File: config.mk
export PLATFORM = sky130hd
export DESIGN_NAME = alu_sequencer
export DESIGN_NICKNAME = d
export VERILOG_FILES = /design/src/rtl/alu_sequencer.sv
export SDC_FILE = /design/constraint.sdc
export NUM_CORES = 1
export LEC_CHECK = 0
export BUFFER_PORTS_ARGS = -buffer_cell sky130_fd_sc_hd__buf_4
export CAP_MARGIN = 20
export CORE_UTILIZATION = 40
export CTS_BUF_LIST = sky130_fd_sc_hd__clkbuf_4 sky130_fd_sc_hd__clkbuf_8
export CTS_CLUSTER_DIAMETER = 100
export CTS_CLUSTER_SIZE = 16
export DETAILED_ROUTE_END_ITERATION = 16
export PLACE_DENSITY_LB_ADDON = 0.12
export SYNTH_ARGS = -nofsm -noshare
export SYNTH_HDL_FRONTEND = slang
export SYNTH_SLANG_ARGS = --single-unit
File: constraint.sdc
create_clock -name clk -period 2 [get_ports clk]
set_input_delay 0.2 -clock clk [delete_from_list [all_inputs] [get_ports clk]]
set_output_delay 0.2 -clock clk [all_outputs]
set_load 0.01 [all_outputs]
File: src/rtl/alu_sequencer.sv
`default_nettype none
// +----------------------------------------------------------------------------+
// | Module      : alu_sequencer                                                |
// | Description : Issues one operation at a time to a registered external ALU, |
// |               pads multiply/divide with MULDIV_WAIT cycles and holds the    |
// |               result until the consumer takes it.                          |
// |               Optional macro ALU_SEQ_ILLEGAL_TRAP_EN traps opcodes 0 / F.   |
// | Revision    : 1.0 - initial release                                        |
// +----------------------------------------------------------------------------+
module alu_sequencer #(
    parameter int MULDIV_WAIT = 2
) (
    input  logic        clk,
    input  logic        reset,
    input  logic        op_valid,
    output logic        op_ready,
    input  logic [31:0] op_a,
    input  logic [31:0] op_b,
    input  logic [3:0]  op_sel,
    output logic [31:0] alu_a,
    output logic [31:0] alu_b,
    output logic [3:0]  alu_sel,
    input  logic [63:0] alu_out,
    output logic        res_valid,
    input  logic        res_ready,
    output logic [31:0] res_hi,
    output logic [31:0] res_lo,
    output logic        res_err
);

    localparam logic [2:0] c_ST_IDLE    = 3'd0;
    localparam logic [2:0] c_ST_ISSUE   = 3'd1;
    localparam logic [2:0] c_ST_WAIT    = 3'd2;
    localparam logic [2:0] c_ST_CAPTURE = 3'd3;
    localparam logic [2:0] c_ST_RESP    = 3'd4;

    localparam int                 c_CNT_W     = (MULDIV_WAIT > 1) ? $clog2(MULDIV_WAIT) : 1;
    localparam logic [c_CNT_W-1:0] c_WAIT_LOAD = c_CNT_W'((MULDIV_WAIT > 0) ? MULDIV_WAIT - 1 : 0);
    localparam logic [c_CNT_W-1:0] c_CNT_ONE   = c_CNT_W'(1);

    logic [2:0]         r_state;
    logic [2:0]         w_next;
    logic [31:0]        r_a;
    logic [31:0]        r_b;
    logic [3:0]         r_sel;
    logic [c_CNT_W-1:0] r_cnt;
    logic [31:0]        r_hi;
    logic [31:0]        r_lo;
    logic               w_is_muldiv;

    assign w_is_muldiv = (r_sel == 4'b0011) || (r_sel == 4'b0100);

    always_comb begin
        w_next   = r_state;
        op_ready = 1'b0;
        alu_sel  = 4'b0000;
        case (r_state)
            c_ST_IDLE: begin
                op_ready = 1'b1;
                if (op_valid) begin
`ifdef ALU_SEQ_ILLEGAL_TRAP_EN
                    w_next = ((op_sel == 4'b0000) || (op_sel == 4'b1111)) ? c_ST_CAPTURE : c_ST_ISSUE;
`else
                    w_next = c_ST_ISSUE;
`endif
                end
            end
            c_ST_ISSUE: begin
                alu_sel = r_sel;
                w_next  = (w_is_muldiv && (MULDIV_WAIT > 0)) ? c_ST_WAIT : c_ST_CAPTURE;
            end
            c_ST_WAIT: begin
                if (r_cnt == '0) w_next = c_ST_CAPTURE;
            end
            c_ST_CAPTURE: w_next = c_ST_RESP;
            c_ST_RESP: begin
                if (res_ready) w_next = c_ST_IDLE;
            end
            default: w_next = c_ST_IDLE;
        endcase
    end

`ifdef ALU_SEQ_ILLEGAL_TRAP_EN
    logic r_err;
    assign res_err = r_err;
`else
    assign res_err = 1'b0;
`endif

    always_ff @(posedge clk) begin
        if (reset) begin
            r_state <= c_ST_IDLE;
            r_a     <= '0;
            r_b     <= '0;
            r_sel   <= '0;
            r_cnt   <= '0;
            r_hi    <= '0;
            r_lo    <= '0;
`ifdef ALU_SEQ_ILLEGAL_TRAP_EN
            r_err   <= 1'b0;
`endif
        end else begin
            r_state <= w_next;
            case (r_state)
                c_ST_IDLE: begin
                    if (op_valid) begin
                        r_a   <= op_a;
                        r_b   <= op_b;
                        r_sel <= op_sel;
                    end
                end
                c_ST_ISSUE: begin
                    if (w_next == c_ST_WAIT) r_cnt <= c_WAIT_LOAD;
                end
                c_ST_WAIT: begin
                    if (r_cnt != '0) r_cnt <= r_cnt - c_CNT_ONE;
                end
                c_ST_CAPTURE: begin
                    // Only mul/div produce a meaningful HI word; anything else the ALU left there is stale.
                    r_lo <= alu_out[31:0];
                    r_hi <= w_is_muldiv ? alu_out[63:32] : 32'h0;
`ifdef ALU_SEQ_ILLEGAL_TRAP_EN
                    r_err <= 1'b0;
                    if ((r_sel == 4'b0000) || (r_sel == 4'b1111)) begin
                        r_lo  <= 32'h0;
                        r_hi  <= 32'h0;
                        r_err <= 1'b1;
                    end
`endif
                end
                default: ;
            endcase
        end
    end

    assign alu_a     = r_a;
    assign alu_b     = r_b;
    assign res_valid = (r_state == c_ST_RESP);
    assign res_hi    = r_hi;
    assign res_lo    = r_lo;

endmodule
`default_nettype wire

==> out/metrics.yaml, run 1 <==
cpPeakStageDelay_ps: 440
critPathBufInv: 1
clock-sinks: 136
cp_cell_sequence: "nor3b_1 -> and2_1 -> buf_4"
syn_avg_cell_area_um2: 8.56
cts_setup_buffers: 0
gp_congestion: 0.752
cts_tree: "built"
yosysTopAreaCell: "dfxtp_1"
boundaryPins: 271
slowest_stage: "dfxtp_1"
layout_min_cycle_time_ps: 1790
start_util_pct: 41.3
dieHeight_um: 114
syn_inst: 582
drive_gt1_share_pct: 33.2
wire_per_inst_um: 14.2
final_antenna_net_count: 0
clock_skew_ps: 8.66
place_inst: 978
drt_pass1_iterations: 4
r2r_cells: 4
row_count: 40
report.final.hold_viol_count: 0
cp_data_required_time_ps: 1800
r2r-end: "alu_b[23]"
status: "finished clean"
fmax_mhz: 559
ir_drop_mv: 0.471
slew_viol_final: 0
clkTransAtPathRegs_ps: 70
critPathKind: "reg2out"
hold_class: "in2reg"
antenna_found_initial: 0
synth_area_leaders: "dfxtp_1, nand2_1, a21oi_1"
setup_viol: 0
final_nets: 1086
final_core_util_pct: 72.5
path_max_fanout: 12
area_growth_pct: 75.3
drt_iter0_drc: 332
grt_start_max_net_pins: 74
die_x_um: 114
maxCapViolations: 0
cts.htree.levels: 4
antenna_cells: 0
dp_hpwl_mm: 9.69
yosysSeqAreaShare_pct: 54.6
rsz0062_at_grt: "no"
cts_buffers: 17
ys_ff_latch: 136
rr_startpoint: "r_state[1]"
design.die.area_um2: 12900
synth_cell_types: 29
fillers: 873
holdPathStages: 3
hold_start: "alu_out[30]"
grt_usage_pct: 25.1
fin_cells: 1131
whs_endpoint: "res_lo[30]"
grt_pass1_wl_mm: 25.5
synth_fp_nets: 718
grt_pass1_vias: 5399
core_um2: 12100
numPortBuffers: 269
cp.arrival_ps: 1590
vias_per_cell: 4.78
ctsLongestPathBuffers: 2
power_uw: 8090
clkLatencyLatePin_ps: 440
fin_crit_sh_pct: 89.4
cts-root-buf: "clkbuf_8"
rrSetupSlack_ps: 240
crit_family: "simple AND/OR/NAND/NOR gates"
synth_area_um2: 4980
power_density_nw_per_um2: 926
setup_tns_ps: 0
critPathLaunchType: "flip-flop"
end_kind: "primary output"
route.detailed.drc: 0
wirelength_mm: 16.0
p_leak_uw: 0.00379
overflow: 0
dr_total_vias: 5409
synth_top_area_share_pct: 54.6
ys_warn_count: 0
-- tightest hold or removal path: cells and delay by family --
| family | cells | cell delay, ps |
|---|---|---|
| and+or+nand+nor | 1 | 50 |
| buffers and inverters | 1 | 110 |
| AOI/OAI and AO/OA | 1 | 50 |
-- cells in the mapped netlist (all sizes together) --
| library cell | n |
|---|---|
| and2 | 5 |
| xnor2 | 1 |
| and3b | 1 |
| inv | 1 |
| nand3b | 2 |
| nand2b | 1 |
| dfxtp | 136 |
| a31o | 32 |
| a211o | 1 |
| nand2 | 201 |
| nor2 | 2 |
| nor3b | 35 |
| clkbuf | 25 |
| or4b | 2 |
| a22oi | 1 |
| nor4b | 1 |
| conb | 1 |
| nor3 | 2 |
| nor4 | 1 |
| or4bb | 1 |
| o21ai | 2 |
| buf | 26 |
| a21oi | 102 |
-- metal layers --
layer / part of all wire (%) / routed length [µm] / global-route usage, %
met1: 39 / 6190 / 26.5
met2: 51 / 8200 / 45.0
met3: 7.0 / 1120 / 7.76
met4: 3.4 / 545 / 13.1
met5: 0 / 0 / 0
-- layout make-up --
type / instances / area [µm²] / share of cell area, %
multi-input cells: 394 / 2010 / 23.0
well taps: 168 / 210 / 2.41
flip-flops and latches: 136 / 2720 / 31.2
inverters: 1 / 3.75 / 0.0429
clock buffers: 27 / 372 / 4.25
repair buffers: 400 / 3370 / 38.5
clock inverters: 5 / 55.1 / 0.630
-- flip-flops by register name (all words and copies together), names as in the netlist --
register and cells:
alu_b 32, r_state 3, alu_a 32, r_cnt 1, r_sel 4, res_hi 32
res_lo 32
-- power breakdown --
part | switching (µW) | internal [µW] | leakage, µW
Clock | 993 | 1310 | 0.000216
Sequential | 261 | 3080 | 0.00111
Combinational | 1270 | 1170 | 0.00247
Total | 2520 | 5570 | 0.00379
-- layout by cell type (no fill, tap or decap) --
master and n:
buf_4 274, nand2_1 201, dfxtp_1 135, dlygate4sd3_1 121, a21oi_1 101, nor3b_1 35
a31o_1 30, clkbuf_8 27, buf_12 5, and2_1 4, nor3_1 2, nor2_1 2
nand3b_1 2, o21ai_0 2, a31o_2 2, clkinv_2 2, clkinvlp_4 2, nor4b_4 1
or4b_2 1, xnor2_1 1, or4bb_4 1, or4b_4 1, nor4_1 1, a22oi_1 1
a21oi_4 1, and3b_2 1, nand2b_1 1, and2_0 1, inv_1 1, a211o_1 1
conb_1 1, bufinv_16 1, dfxtp_2 1
-- cell families (layout without fill, tap and decap cells) --
kind of cell	count (synthesis)	after routing	synth area share (%)
flops	136	136	54.6
compound gates	138	138	16.6
other cells	1	1	0.0752
simple gates	254	254	23.4
buf+inv	52	433	5.15
xor+xnor	1	1	0.176
-- metrics by stage --
stage               instance area [µm²]  setup WS (ps)  hold WS, ps
finish                             8740            212         16.2
global route                       8740            101         3.77
CTS                                8710           62.7       0.0239
detailed placement                 7100            278          422
global placement                   7100            319          417
floorplan                          4980            505          331
-- how the worst max path moves through the flow --
stage / startpoint / to / depth (start not counted)
finish: r_state[1] / alu_sel[1] / 3
global route: r_state[1] / alu_sel[3] / 3
CTS: r_state[0] / alu_sel[1] / 3
detailed placement: r_state[1] / alu_b[8] / 4
global placement: r_state[1] / r_sel[1] / 4
floorplan: r_state[1] / alu_a[0] / 6
-- repair_timing --
action / CTS / global route
hold buffers: 118 / 3
hold endpoints to repair: 118 / 3
gates resized for setup: 0 / 1
setup endpoints to repair: 0 / 4
(Power assumes the default switching activity.)
==> run 2, diff against run 1 <==
--- a/config.mk
+++ b/config.mk
@@ -12,6 +12,7 @@
 export CTS_CLUSTER_DIAMETER = 100
 export CTS_CLUSTER_SIZE = 16
 export DETAILED_ROUTE_END_ITERATION = 16
+export HOLD_SLACK_MARGIN = 0.1
 export PLACE_DENSITY_LB_ADDON = 0.12
 export SYNTH_ARGS = -nofsm -noshare
 export SYNTH_HDL_FRONTEND = slang
==> run 2 against run 1 <==
Net effect: routed wire length rose by 1.5%; register-to-register slack barely moved; critical path depth did not move; sequential power barely moved; count of clock-buffer cells in the layout did not move; utilization rose by 1.1 points; die area did not move; critical endpoint unchanged; hold slack improved by 200 ps; first-iteration DRC count rose by 25%; via count rose by 1.3%; clock skew fell by 2.4 ps.
==> out/metrics.yaml, run 2 (same netlist as run 1, synthesis figures left out) <==
multi_input_area_um2: 2010  # unchanged
r2r-end: "alu_b[8]"
cp.arrival_ps: 1580  # about the same
rr_startpoint: "r_state[1]"
cts_tree: "built"
finalHoldWorstSlack_ps: 219  # +202 ps
drt_pass1_iterations: 4  # unchanged
wirelength_mm: 16.3  # +1.5%
slew_viol_final: 0  # unchanged
design.die.area_um2: 12900  # unchanged
rsz0062_at_grt: "no"
drt_iter0_drc: 414  # +25%
ctsLongestPathBuffers: 2  # unchanged
route.detailed.drc: 0  # unchanged
ff_latch_area_um2: 2720  # unchanged
cts-root-buf: "clkbuf_8"
crit_path_end: "alu_sel[1]"
power_density_nw_per_um2: 916  # -1.1%
hold_class: "in2reg"
core_um2: 12100  # unchanged
cpPeakStageDelay_ps: 440  # about the same
wire_per_inst_um: 14.2  # +0.31%
fin_area_um2: 8870  # +1.5%
ir_drop_mv: 0.475  # +0.84%
boundaryPins: 271  # unchanged
start_util_pct: 41.3  # unchanged
dr_total_vias: 5479  # +1.3%
row_count: 40  # unchanged
dieHeight_um: 114  # unchanged
report.final.hold_viol_count: 0  # unchanged
clkTransAtPathRegs_ps: 70  # about the same
critPathBufInv: 1  # unchanged
gp_congestion: 0.752  # unchanged
place_area_um2: 7100  # unchanged
rrSetupSlack_ps: 240  # about the same
area_growth_pct: 77.9
cts.htree.levels: 4  # unchanged
final_antenna_net_count: 0  # unchanged
power_uw: 8120  # +0.36%
status: "finished clean"
antenna_cells: 0  # unchanged
critPathKind: "reg2out"
grt_pass1_wl_mm: 25.8  # +1.4%
layout_min_cycle_time_ps: 1780  # -7.08 ps
fmax_mhz: 561  # +0.40%
mostFrequentLayoutCell: "buf_4"
startpoint: "r_state[1]"
slowest_stage: "dfxtp_1"
cp_cell_sequence: "nor3b_1 -> and2_1 -> buf_4"
antenna_found_initial: 0  # unchanged
numPortBuffers: 269  # unchanged
setup_tns_ps: 0  # unchanged
maxCapViolations: 0  # unchanged
crit_family: "simple AND/OR/NAND/NOR gates"
clkLatencyLatePin_ps: 440  # about the same
clock_skew_ps: 6.31  # -2.35 ps
fin_crit_sh_pct: 89.1  # -0.35 points
r2r_cells: 4  # unchanged
grt_usage_pct: 25.5  # +0.40 points
p_leak_uw: 0.00385  # +1.4%
vias_per_cell: 4.79  # +0.14%
path_max_fanout: 12  # unchanged
cp_data_required_time_ps: 1800  # about the same
drive_gt1_share_pct: 32.8  # -0.44 points
overflow: 0  # unchanged
setup_viol: 0  # unchanged
crit_cells: 3  # unchanged
critPathLaunchType: "flip-flop"
die_x_um: 114  # unchanged
end_kind: "primary output"
cts_buffers: 17  # unchanged
fillers: 852  # -2.4%
dp_hpwl_mm: 9.69  # unchanged
final_nets: 1099  # +1.2%
mostFrequentLayoutCells: "buf_4, nand2_1, dfxtp_1"
clock-sinks: 136  # unchanged
grt_start_max_net_pins: 74  # unchanged
grt_pass1_vias: 5451  # +0.96%
==> run 2: area by class of cell <==
cell class              instances  share of cell area (%)
well taps                     168                    2.37
clock buffers                  27                    4.19
multi-input cells             394                    22.6
clock inverters                 5                   0.621
inverters                       1                  0.0423
repair buffers                413                    39.4
flip-flops and latches        136                    30.7
==> run 2: routing by layer <==
layer | wire length, µm | global-route usage (%) | vias to the layer above
li1 | - | - | 2695
met1 | 6240 | 27.1 | 2515
met2 | 8230 | 45.2 | 221
met3 | 1240 | 8.87 | 48
met4 | 585 | 12.3 | 0
met5 | 0 | 0 | -
==> run 2: worst min path at each step <==
stage                           start          to  slack, ps  cells after the start
after global routing            reset  res_lo[24]        220                      2
after floorplan              op_valid  r_state[0]        330                      2
after detailed placement  alu_out[57]  res_hi[25]        420                      2
final                           reset  res_lo[22]        220                      2
after CTS                       reset  res_lo[22]        200                      2
after global placement    alu_out[40]   res_hi[8]        420                      2
==> run 2: where the power goes <==
part           switching [µW]  internal (µW)  leakage (µW)
logic                    1280           1190       0.00253
clock network             992           1310      0.000216
registers                 263           3080       0.00111
==> run 2: worst reg2reg max path, stage by stage (launching register included) <==
cell and delay [ps]:
dfxtp_1 440, or4b_2 770, buf_12 230, nand2_1 120
a21oi_1 70
==> run 2: timing repair <==
action	4_1_cts	5_1_grt
setup endpoints to repair	0	4
resized for setup	0	1
hold buffers	134	0
hold endpoints to repair	134	0
setup buffers	0	0
==> run 2: stage by stage <==
| stage | setup slack [ps] | std cells | utilization (%) |
|---|---|---|---|
| after floorplan | 505 | 582 | - |
| after global placement | 319 | 978 | 58.9 |
| after detailed placement | 278 | 978 | 58.9 |
| after CTS | 62.7 | 1144 | 73.5 |
| after global routing | 95.8 | 1144 | 73.5 |
| final | 219 | 1144 | 73.5 |
==> run 3, diff against run 2 <==
--- a/config.mk
+++ b/config.mk
@@ -8,7 +8,7 @@
 export BUFFER_PORTS_ARGS = -buffer_cell sky130_fd_sc_hd__buf_4
 export CAP_MARGIN = 20
 export CORE_UTILIZATION = 40
-export CTS_BUF_LIST = sky130_fd_sc_hd__clkbuf_4 sky130_fd_sc_hd__clkbuf_8
+export CTS_BUF_LIST = sky130_fd_sc_hd__clkbuf_4
 export CTS_CLUSTER_DIAMETER = 100
 export CTS_CLUSTER_SIZE = 16
 export DETAILED_ROUTE_END_ITERATION = 16
==> run 3 against run 2 <==
Net effect: fmax about the same; via count decreased by 1.1%; final area down 2.0%; global-route usage down 0.33 points; sequential cell count is the same; critical endpoint unchanged.
==> out/metrics.yaml, run 3 (same netlist as run 1, synthesis figures left out) <==
status: "finished clean"
power_uw: 7320  # -9.9%
grt_usage_pct: 25.2  # -0.33 points
cts-root-buf: "clkbuf_4"
overflow: 0  # unchanged
antenna_found_initial: 0  # unchanged
vias_per_cell: 4.73  # -1.3%
layout_min_cycle_time_ps: 1780  # -1.15 ps
route.detailed.drc: 0  # unchanged
fillers: 875  # +2.7%
crit_family: "flip-flops"
core_um2: 12100  # unchanged
mostFrequentLayoutCell: "buf_4"
wire_per_inst_um: 14.0  # -1.7%
slowest_stage: "dfxtp_1"
cp_data_required_time_ps: 1800  # about the same
report.final.hold_viol_count: 0  # unchanged
cts.htree.levels: 4  # unchanged
dr_total_vias: 5416  # -1.1%
clkTransAtPathRegs_ps: 110  # +40 ps
cts_tree: "built"
maxCapViolations: 0  # unchanged
cts_buffers: 17  # unchanged
numPortBuffers: 269  # unchanged
antenna_cells: 0  # unchanged
critPathKind: "reg2out"
drt_iter0_drc: 410  # -0.97%
area_growth_pct: 74.3
cp_cell_sequence: "nor3b_2 -> and2_1 -> buf_4"
design.die.area_um2: 12900  # unchanged
clock-sinks: 136  # unchanged
end_kind: "primary output"
path_max_fanout: 12  # unchanged
fmax_mhz: 562  # about the same
gp_congestion: 0.752  # unchanged
mostFrequentLayoutCells: "buf_4, nand2_1, dlygate4sd3_1"
power_density_nw_per_um2: 842  # -8.0%
critPathLaunchType: "flip-flop"
rrSetupSlack_ps: 230  # about the same
boundaryPins: 271  # unchanged
grt_start_max_net_pins: 74  # unchanged
final_nets: 1101  # +0.18%
row_count: 40  # unchanged
slew_viol_final: 0  # unchanged
rsz0062_at_grt: "no"
cpPeakStageDelay_ps: 600  # +160 ps
grt_pass1_vias: 5501  # +0.92%
fin_crit_sh_pct: 89.0  # about the same
dp_hpwl_mm: 9.69  # unchanged
p_leak_uw: 0.00376  # -2.3%
drive_gt1_share_pct: 31.9  # -0.89 points
wirelength_mm: 16.0  # -1.5%
grt_pass1_wl_mm: 25.6  # -0.93%
hold_class: "in2reg"
setup_tns_ps: 0  # unchanged
final_antenna_net_count: 0  # unchanged
ctsLongestPathBuffers: 2  # unchanged
clkLatencyLatePin_ps: 530  # +90 ps
cts_setup_buffers: 0  # unchanged
drt_pass1_iterations: 4  # unchanged
critPathBufInv: 1  # unchanged
cp.arrival_ps: 1580  # about the same
start_util_pct: 41.3  # unchanged
ir_drop_mv: 0.447  # -6.1%
setup_viol: 0  # unchanged
dieHeight_um: 114  # unchanged
clock_skew_ps: 11.7  # +5.41 ps
die_x_um: 114  # unchanged
[run 3: cell count changes in the layout (fill, tap and decap cells not counted), sizes merged]
cell	previous run	this run
clkbuf	27	17
clkinv	2	12
dlygate4sd3	134	136
[run 3: routing by layer]
layer,wire (µm),global-route usage (%),vias to the layer above
li1,-,-,2706
met1,6300,26.5,2469
met2,8020,44.6,199
met3,1170,8.13,42
met4,535,13.8,0
met5,0,0,-
[run 3: final timing paths]
kind,from,end,cells past startpoint
min reg2reg,alu_a[16],alu_a[16],2
max reg2reg,r_state[1],alu_a[12],4
min,alu_out[36],res_hi[4],3
max,r_state[1],alu_sel[1],3
[run 3: cell type report]
cell class / count / area, µm² / area share, %
inverter: 1 / 3.75 / 0.0432
sequential: 136 / 2730 / 31.4
timing repair buffer: 415 / 3520 / 40.5
multi-input combinational: 394 / 2010 / 23.2
clock buffer: 17 / 128 / 1.47
clock inverter: 15 / 92.6 / 1.07
tap: 168 / 210 / 2.42
[run 3: worst reg2reg max path: cells and delay by family (launching register included)]
kind	cells	cell delay (ps)
compound gates	1	120
buf+inv	1	570
flops	1	460
simple gates	2	560
[run 3: timing repair]
action / CTS / global route
setup endpoints to repair: 4 / 4
resized for setup: 1 / 2
endpoints found under the hold margin: 134 / 0
hold buffers: 136 / 0
[run 3: where the power goes]
group          total, µW  internal [µW]  leakage, µW  switching, µW
clock network       1500            568     0.000116            930
logic               2480           1200      0.00254           1280
registers           3340           3080      0.00111            264
[run 3: through the flow]
stage          setup WS, ps  area, µm²  utilization (%)  cells  hold WS, ps
3_3_place_gp            319       7100             58.9    978          417
4_1_cts                64.5       8680             72.0   1146          378
3_5_place_dp            278       7100             58.9    978          422
6_report                220       8690             72.0   1146          421
5_1_grt                81.0       8690             72.0   1146          377
2_1_floorplan           505       4980                -    582          331
